**src/rtl/clk_period_meter.sv**
```systemverilog
// Period / high-time meter for an asynchronous square wave, in clkin cycles.
// Each result is the truncated average of 2^AVG_LOG2 consecutive periods.
module clk_period_meter #(
  parameter int CNT_W    = 24,
  parameter int AVG_LOG2 = 2,
  parameter int TIMEOUT  = 1000000
) (
  input  logic             clkin,
  input  logic             rst,
  input  logic             sigin,
  output logic [CNT_W-1:0] period_out,
  output logic [CNT_W-1:0] high_out,
  output logic             period_valid,
  output logic             timeout,
  output logic             busy
);

  localparam int ACC_W  = CNT_W + AVG_LOG2;
  localparam int NPER_W = (AVG_LOG2 > 0) ? AVG_LOG2 : 1;
  localparam logic [NPER_W-1:0] NPER_LAST = NPER_W'((1 << AVG_LOG2) - 1);
  localparam logic [CNT_W-1:0]  CNT_LAST  = CNT_W'(TIMEOUT - 1);

  typedef enum logic {
    IDLE,
    MEASURE
  } state_t;

  state_t state_reg, state_next;

  logic s1_reg, s2_reg, s3_reg;
  logic rise;

  logic [CNT_W-1:0]  cnt_reg, cnt_next;
  logic [CNT_W-1:0]  hcnt_reg, hcnt_next;
  logic [ACC_W-1:0]  pacc_reg, pacc_next;
  logic [ACC_W-1:0]  hacc_reg, hacc_next;
  logic [NPER_W-1:0] nper_reg, nper_next;
  logic [CNT_W-1:0]  period_reg, period_next;
  logic [CNT_W-1:0]  high_reg, high_next;
  logic              valid_reg, valid_next;
  logic              timeout_reg, timeout_next;

  logic [ACC_W-1:0]  psum, hsum;

  assign rise = s2_reg & ~s3_reg;

  // Running sums including the sample that closes on this rise.
  assign psum = pacc_reg + ACC_W'(cnt_reg) + 1'b1;
  assign hsum = hacc_reg + ACC_W'(hcnt_reg);

  always_comb begin
    state_next   = state_reg;
    cnt_next     = cnt_reg;
    hcnt_next    = hcnt_reg;
    pacc_next    = pacc_reg;
    hacc_next    = hacc_reg;
    nper_next    = nper_reg;
    period_next  = period_reg;
    high_next    = high_reg;
    valid_next   = 1'b0;
    timeout_next = timeout_reg;

    case (state_reg)
      IDLE: begin
        cnt_next  = '0;
        hcnt_next = '0;
        if (rise) begin
          state_next   = MEASURE;
          pacc_next    = '0;
          hacc_next    = '0;
          nper_next    = '0;
          timeout_next = 1'b0;
        end
      end

      MEASURE: begin
        if (rise) begin
          cnt_next  = '0;
          hcnt_next = '0;
          if (nper_reg == NPER_LAST) begin
            period_next = CNT_W'(psum >> AVG_LOG2);
            high_next   = CNT_W'(hsum >> AVG_LOG2);
            valid_next  = 1'b1;
            pacc_next   = '0;
            hacc_next   = '0;
            nper_next   = '0;
          end else begin
            pacc_next = psum;
            hacc_next = hsum;
            nper_next = nper_reg + 1'b1;
          end
        end else if (cnt_reg == CNT_LAST) begin
          // Edge missing for TIMEOUT cycles: drop the partial average.
          state_next   = IDLE;
          timeout_next = 1'b1;
          cnt_next     = '0;
          hcnt_next    = '0;
          pacc_next    = '0;
          hacc_next    = '0;
          nper_next    = '0;
        end else begin
          cnt_next  = cnt_reg + 1'b1;
          hcnt_next = hcnt_reg + CNT_W'(s3_reg);
        end
      end

      default: state_next = IDLE;
    endcase
  end

  always_ff @(posedge clkin) begin
    if (rst) begin
      state_reg   <= IDLE;
      s1_reg      <= 1'b0;
      s2_reg      <= 1'b0;
      s3_reg      <= 1'b0;
      cnt_reg     <= '0;
      hcnt_reg    <= '0;
      pacc_reg    <= '0;
      hacc_reg    <= '0;
      nper_reg    <= '0;
      period_reg  <= '0;
      high_reg    <= '0;
      valid_reg   <= 1'b0;
      timeout_reg <= 1'b0;
    end else begin
      state_reg   <= state_next;
      s1_reg      <= sigin;
      s2_reg      <= s1_reg;
      s3_reg      <= s2_reg;
      cnt_reg     <= cnt_next;
      hcnt_reg    <= hcnt_next;
      pacc_reg    <= pacc_next;
      hacc_reg    <= hacc_next;
      nper_reg    <= nper_next;
      period_reg  <= period_next;
      high_reg    <= high_next;
      valid_reg   <= valid_next;
      timeout_reg <= timeout_next;
    end
  end

  assign period_out   = period_reg;
  assign high_out     = high_reg;
  assign period_valid = valid_reg;
  assign timeout      = timeout_reg;
  assign busy         = (state_reg == MEASURE);

endmodule

```
**config.mk**
```make
export PLATFORM = sky130hd
export DESIGN_NAME = clk_period_meter
export DESIGN_NICKNAME = d
export VERILOG_FILES = /design/src/rtl/clk_period_meter.sv
export SDC_FILE = /design/constraint.sdc
export NUM_CORES = 1
export LEC_CHECK = 0
export BUFFER_PORTS_ARGS = -buffer_cell sky130_fd_sc_hd__buf_2
export CAP_MARGIN = 20
export CELL_PAD_IN_SITES_DETAIL_PLACEMENT = 0
export CELL_PAD_IN_SITES_GLOBAL_PLACEMENT = 1
export CORE_MARGIN = 5
export CORE_UTILIZATION = 42
export CTS_CLUSTER_SIZE = 10
export DETAILED_ROUTE_END_ITERATION = 8
export HOLD_SLACK_MARGIN = 0.08
export PLACE_DENSITY_LB_ADDON = 0.1
export SKIP_LAST_GASP = 1
export SLEW_MARGIN = 20
export SYNTH_ARGS = -nofsm -noshare
export SYNTH_HDL_FRONTEND = slang
export SYNTH_SLANG_ARGS = --single-unit
```
**constraint.sdc**
```tcl
create_clock -name clkin -period 2.5 [get_ports clkin]
set_input_delay 0.5 -clock clkin [delete_from_list [all_inputs] [get_ports clkin]]
set_output_delay 0.5 -clock clkin [all_outputs]
set_load 0.005 [all_outputs]
```
==> summary.md <==
| Metric | Value |
|---|---|
| Worst hold path class | `in2reg` |
| Measured slew at the worst slew-check pin | `0.5109 ns` |
| Remaining antenna violation count | `0` |
| Crit Path Class | `reg2reg` |
| Worst skew pair latency | `0.43 ns` |
| Period utilization | `0.9933` |
| LEAKAGE | `4.295 nW` |
| CP max FO | `3` |
| Die width | `150.0 um` |
| Power Dens Cells | `480.4 nW/um2` |
| Drt first pass iters | `5` |
| Yosys synthesis warning count | `0` |
| Final net count | `1186` |
| Post-synth cell types | `70` |
| Worst Reg2Reg Path Length in Cells | `10` |
| Layout cells sized above 1 | `0.2347` |
| Asr flop ratio synth | `0` |
| WHS Endpoint | `s1_reg` |
| Max Slew Vio Count | `0` |
| Worst slew margin | `0.6594` |
| Largest net degree at the start of global routing | `41` |
| Yosys top cell area share | `0.3793` |
| CTS root buf | `clkbuf_16` |
| Drc violations | `0` |
| DP Worst Slack | `-0.1512 ns` |
| Die ar. | `22500 um2` |
| Synth-to-Final Area Change | `26.52%` |
| Synth cell count leaders | `dfxtp_1 (156), nand2_1 (119), nor2_1 (105)` |
| Reg2reg start | `hacc_reg[0]` |
| First-pass GRT wire length | `36070 um` |
| Maximum clock rate | `0.4027 GHz` |
| Hold Violations, Final | `0` |
| Unrepaired setup endpoints after global routing | `true` |
| GRT Overall Usage | `0.2008` |
| Final WL | `22300 um` |
| CTS tree | `yes` |
| Fin Clk Skew | `0.01137 ns` |
| Reg-to-reg slack, setup | `0.02 ns` |
| PnR worst setup slack | `0.01683 ns` |
| Leading area contributor after synthesis | `dfxtp_1` |
| Final setup vio count | `0` |
| Avg Cell Area, Syn | `8.324 um2` |
| Placed wire-length estimate | `15900 um` |
| Most frequent cell after synthesis | `dfxtp_1` |
| Syn nets | `1046` |
| Sink Count | `156` |
| Initial antenna violation count | `0` |
| Min-Delay Path Depth | `2` |
| Main synth FF type | `dfxtp_1` |
| Arrival @ worst endpoint | `2.79 ns` |
| Vias per cell | `5.264` |
| Max clock buf depth | `2` |
| Synthesized flop and latch total | `156` |
| GR Overflow Total | `0` |
| Final Critical Period | `2.483 ns` |
| CTS Buf Count | `17` |
| WL/cell | `15.85 um` |
| Cell count after synthesis | `989` |
| Buffers on Ports | `53` |
| Area contributors post-synth | `dfxtp_1 (38%), ha_1 (7.9%), a21oi_1 (6.0%), nand2_1 (5.4%), nor2_1 (4.8%)` |
| Placed Instances | `1363` |
| Vias | `7407` |
| Clock transition at path regs | `0.06 ns` |
| Starting DRC count in detailed routing | `411` |
| Vias in the first global route | `7208` |
| Placer Congestion | `0.8770` |
| Antenna diode count | `0` |
| CTS H-tree depth | `4` |
| Critical Path RT | `2.80 ns` |
| Crit start category | `flip-flop` |
| Synthesized area | `8233 um2` |
| Post-synth EDFFs | `0` |
| Max_cap viols | `0` |
| Hold path start | `sigin` |
| Peak supply drop | `0.4353 mV` |
| Cts hold-fix bufs | `0` |
| Final std cells w/o fill | `1407` |
| # IOs | `54` |
| Seq/Total Area, Yosys | `0.3793` |
| Status | `finished, final reports clean` |
| Core area | `19400 um2` |
| Initial core utilization | `0.4244` |
| R2R Path End | `hacc_reg[18]` |
| Critical Path Sink Type | `flip-flop` |
| Die Span Y | `150.0 um` |
| Number of core rows | `51` |
[routing by layer]
| layer | wire, um | GRT usage |
|---|---|---|
| met5 | 0 | 0 |
| met4 | 228 | 0.04712 |
| met3 | 506 | 0.03634 |
| met2 | 10990 | 0.3521 |
| met1 | 10570 | 0.2562 |
[report_power, final]
| group | internal [mW] | total (mW) | switching, mW |
|---|---|---|---|
| logic | 0.0244 | 0.0950 | 0.0706 |
| clock network | 1.33 | 2.42 | 1.09 |
| registers | 2.49 | 2.49 | 0.00223 |
[kinds of logic (layout without fill, tap and decap cells)]
group,after synthesis,in the layout,synth area share
AOI/OAI and AO/OA,262,262,0.2036
xor gates and xnor gates,83,83,0.08830
adders and majority gates,54,54,0.08389
buffers and inverters,71,224,0.03617
DFF,156,156,0.3793
muxes,3,3,0.003648
and+or+nand+nor,360,360,0.2050
[final cells by class]
class                      instances  area, um2
fill                            1899       8982
clock buffer                      20      456.7
inverter                          28      105.1
tap                              265      331.6
sequential                       156       3133
clock inverter                    12      90.09
multi-input combinational        762       5169
timing repair buffer             164       1131
[critical path: stages (launching register included)]
cell	delay, ns
dfxtp_2	0.34
ha_4	0.16
fa_2	0.37
a21oi_2	0.15
o211a_1	0.22
o21bai_1	0.10
a31o_2	0.24
a311o_1	0.36
a31oi_4	0.20
xor2_1	0.16
o21ai_1	0.07
[through the flow]
stage | TNS (ns) | cell area [um2] | total power, mW | utilization | hold slack, ns
after global placement | -0.5806 | 9424 | 2.640 | 0.4858 | 0.4405
after detailed placement | -1.089 | 9424 | 2.641 | 0.4858 | 0.4399
after global routing | -0.9474 | 10420 | 5.186 | 0.5370 | 0.2856
after CTS | -0.01801 | 10100 | 5.068 | 0.5204 | 0.2634
final | 0 | 10420 | 5.004 | 0.5370 | 0.2844
after floorplan | 0 | 8245 | 2.602 | - | 0.4138
[layout by cell type, fill, tap and decap left out, types with 6 or more instances in the layout]
cell type   netlist  routed
a21oi_1          98      90
buf_4             1     107
xnor2_2           0       6
nor3_1            9       9
and3_1           17      15
xnor2_1          44      38
ha_1             52      41
inv_1            27      24
o21ai_0          23      21
buf_2             4      53
nand4_1          13      13
nand3_1          46      45
a22o_1           20      20
nor2_1          105     105
o21ai_1          17      13
nand2_1         119     119
dfxtp_1         156     148
or3_1             9       9
a21oi_2           2      10
clkinvlp_4        0       6
a22oi_1          17      17
nor2b_1           8       7
clkbuf_16         0      17
o211ai_1          7       7
o21bai_1          9       9
xor2_1           39      38
a21o_1           13      13
ha_4              0       9
dfxtp_2           0       8
a31oi_1           9       7
o21a_1            8       8
[how the worst max path moves through the flow]
stage	startpoint	to	depth (start not counted)
floorplan	cnt_reg[0]	pacc_reg[24]	12
global placement	cnt_reg[0]	pacc_reg[24]	12
detailed placement	hcnt_reg[0]	hacc_reg[18]	10
CTS	cnt_reg[1]	pacc_reg[21]	9
global route	pacc_reg[0]	period_out[20]	12
finish	hacc_reg[0]	hacc_reg[18]	10
[what timing repair did]
item	in CTS	in global routing
endpoints found under the setup margin	20	55
setup buffers	7	6
pin swaps	15	27
gates resized for setup	9	60
No activity file was read; power rests on OpenSTA's default activity.
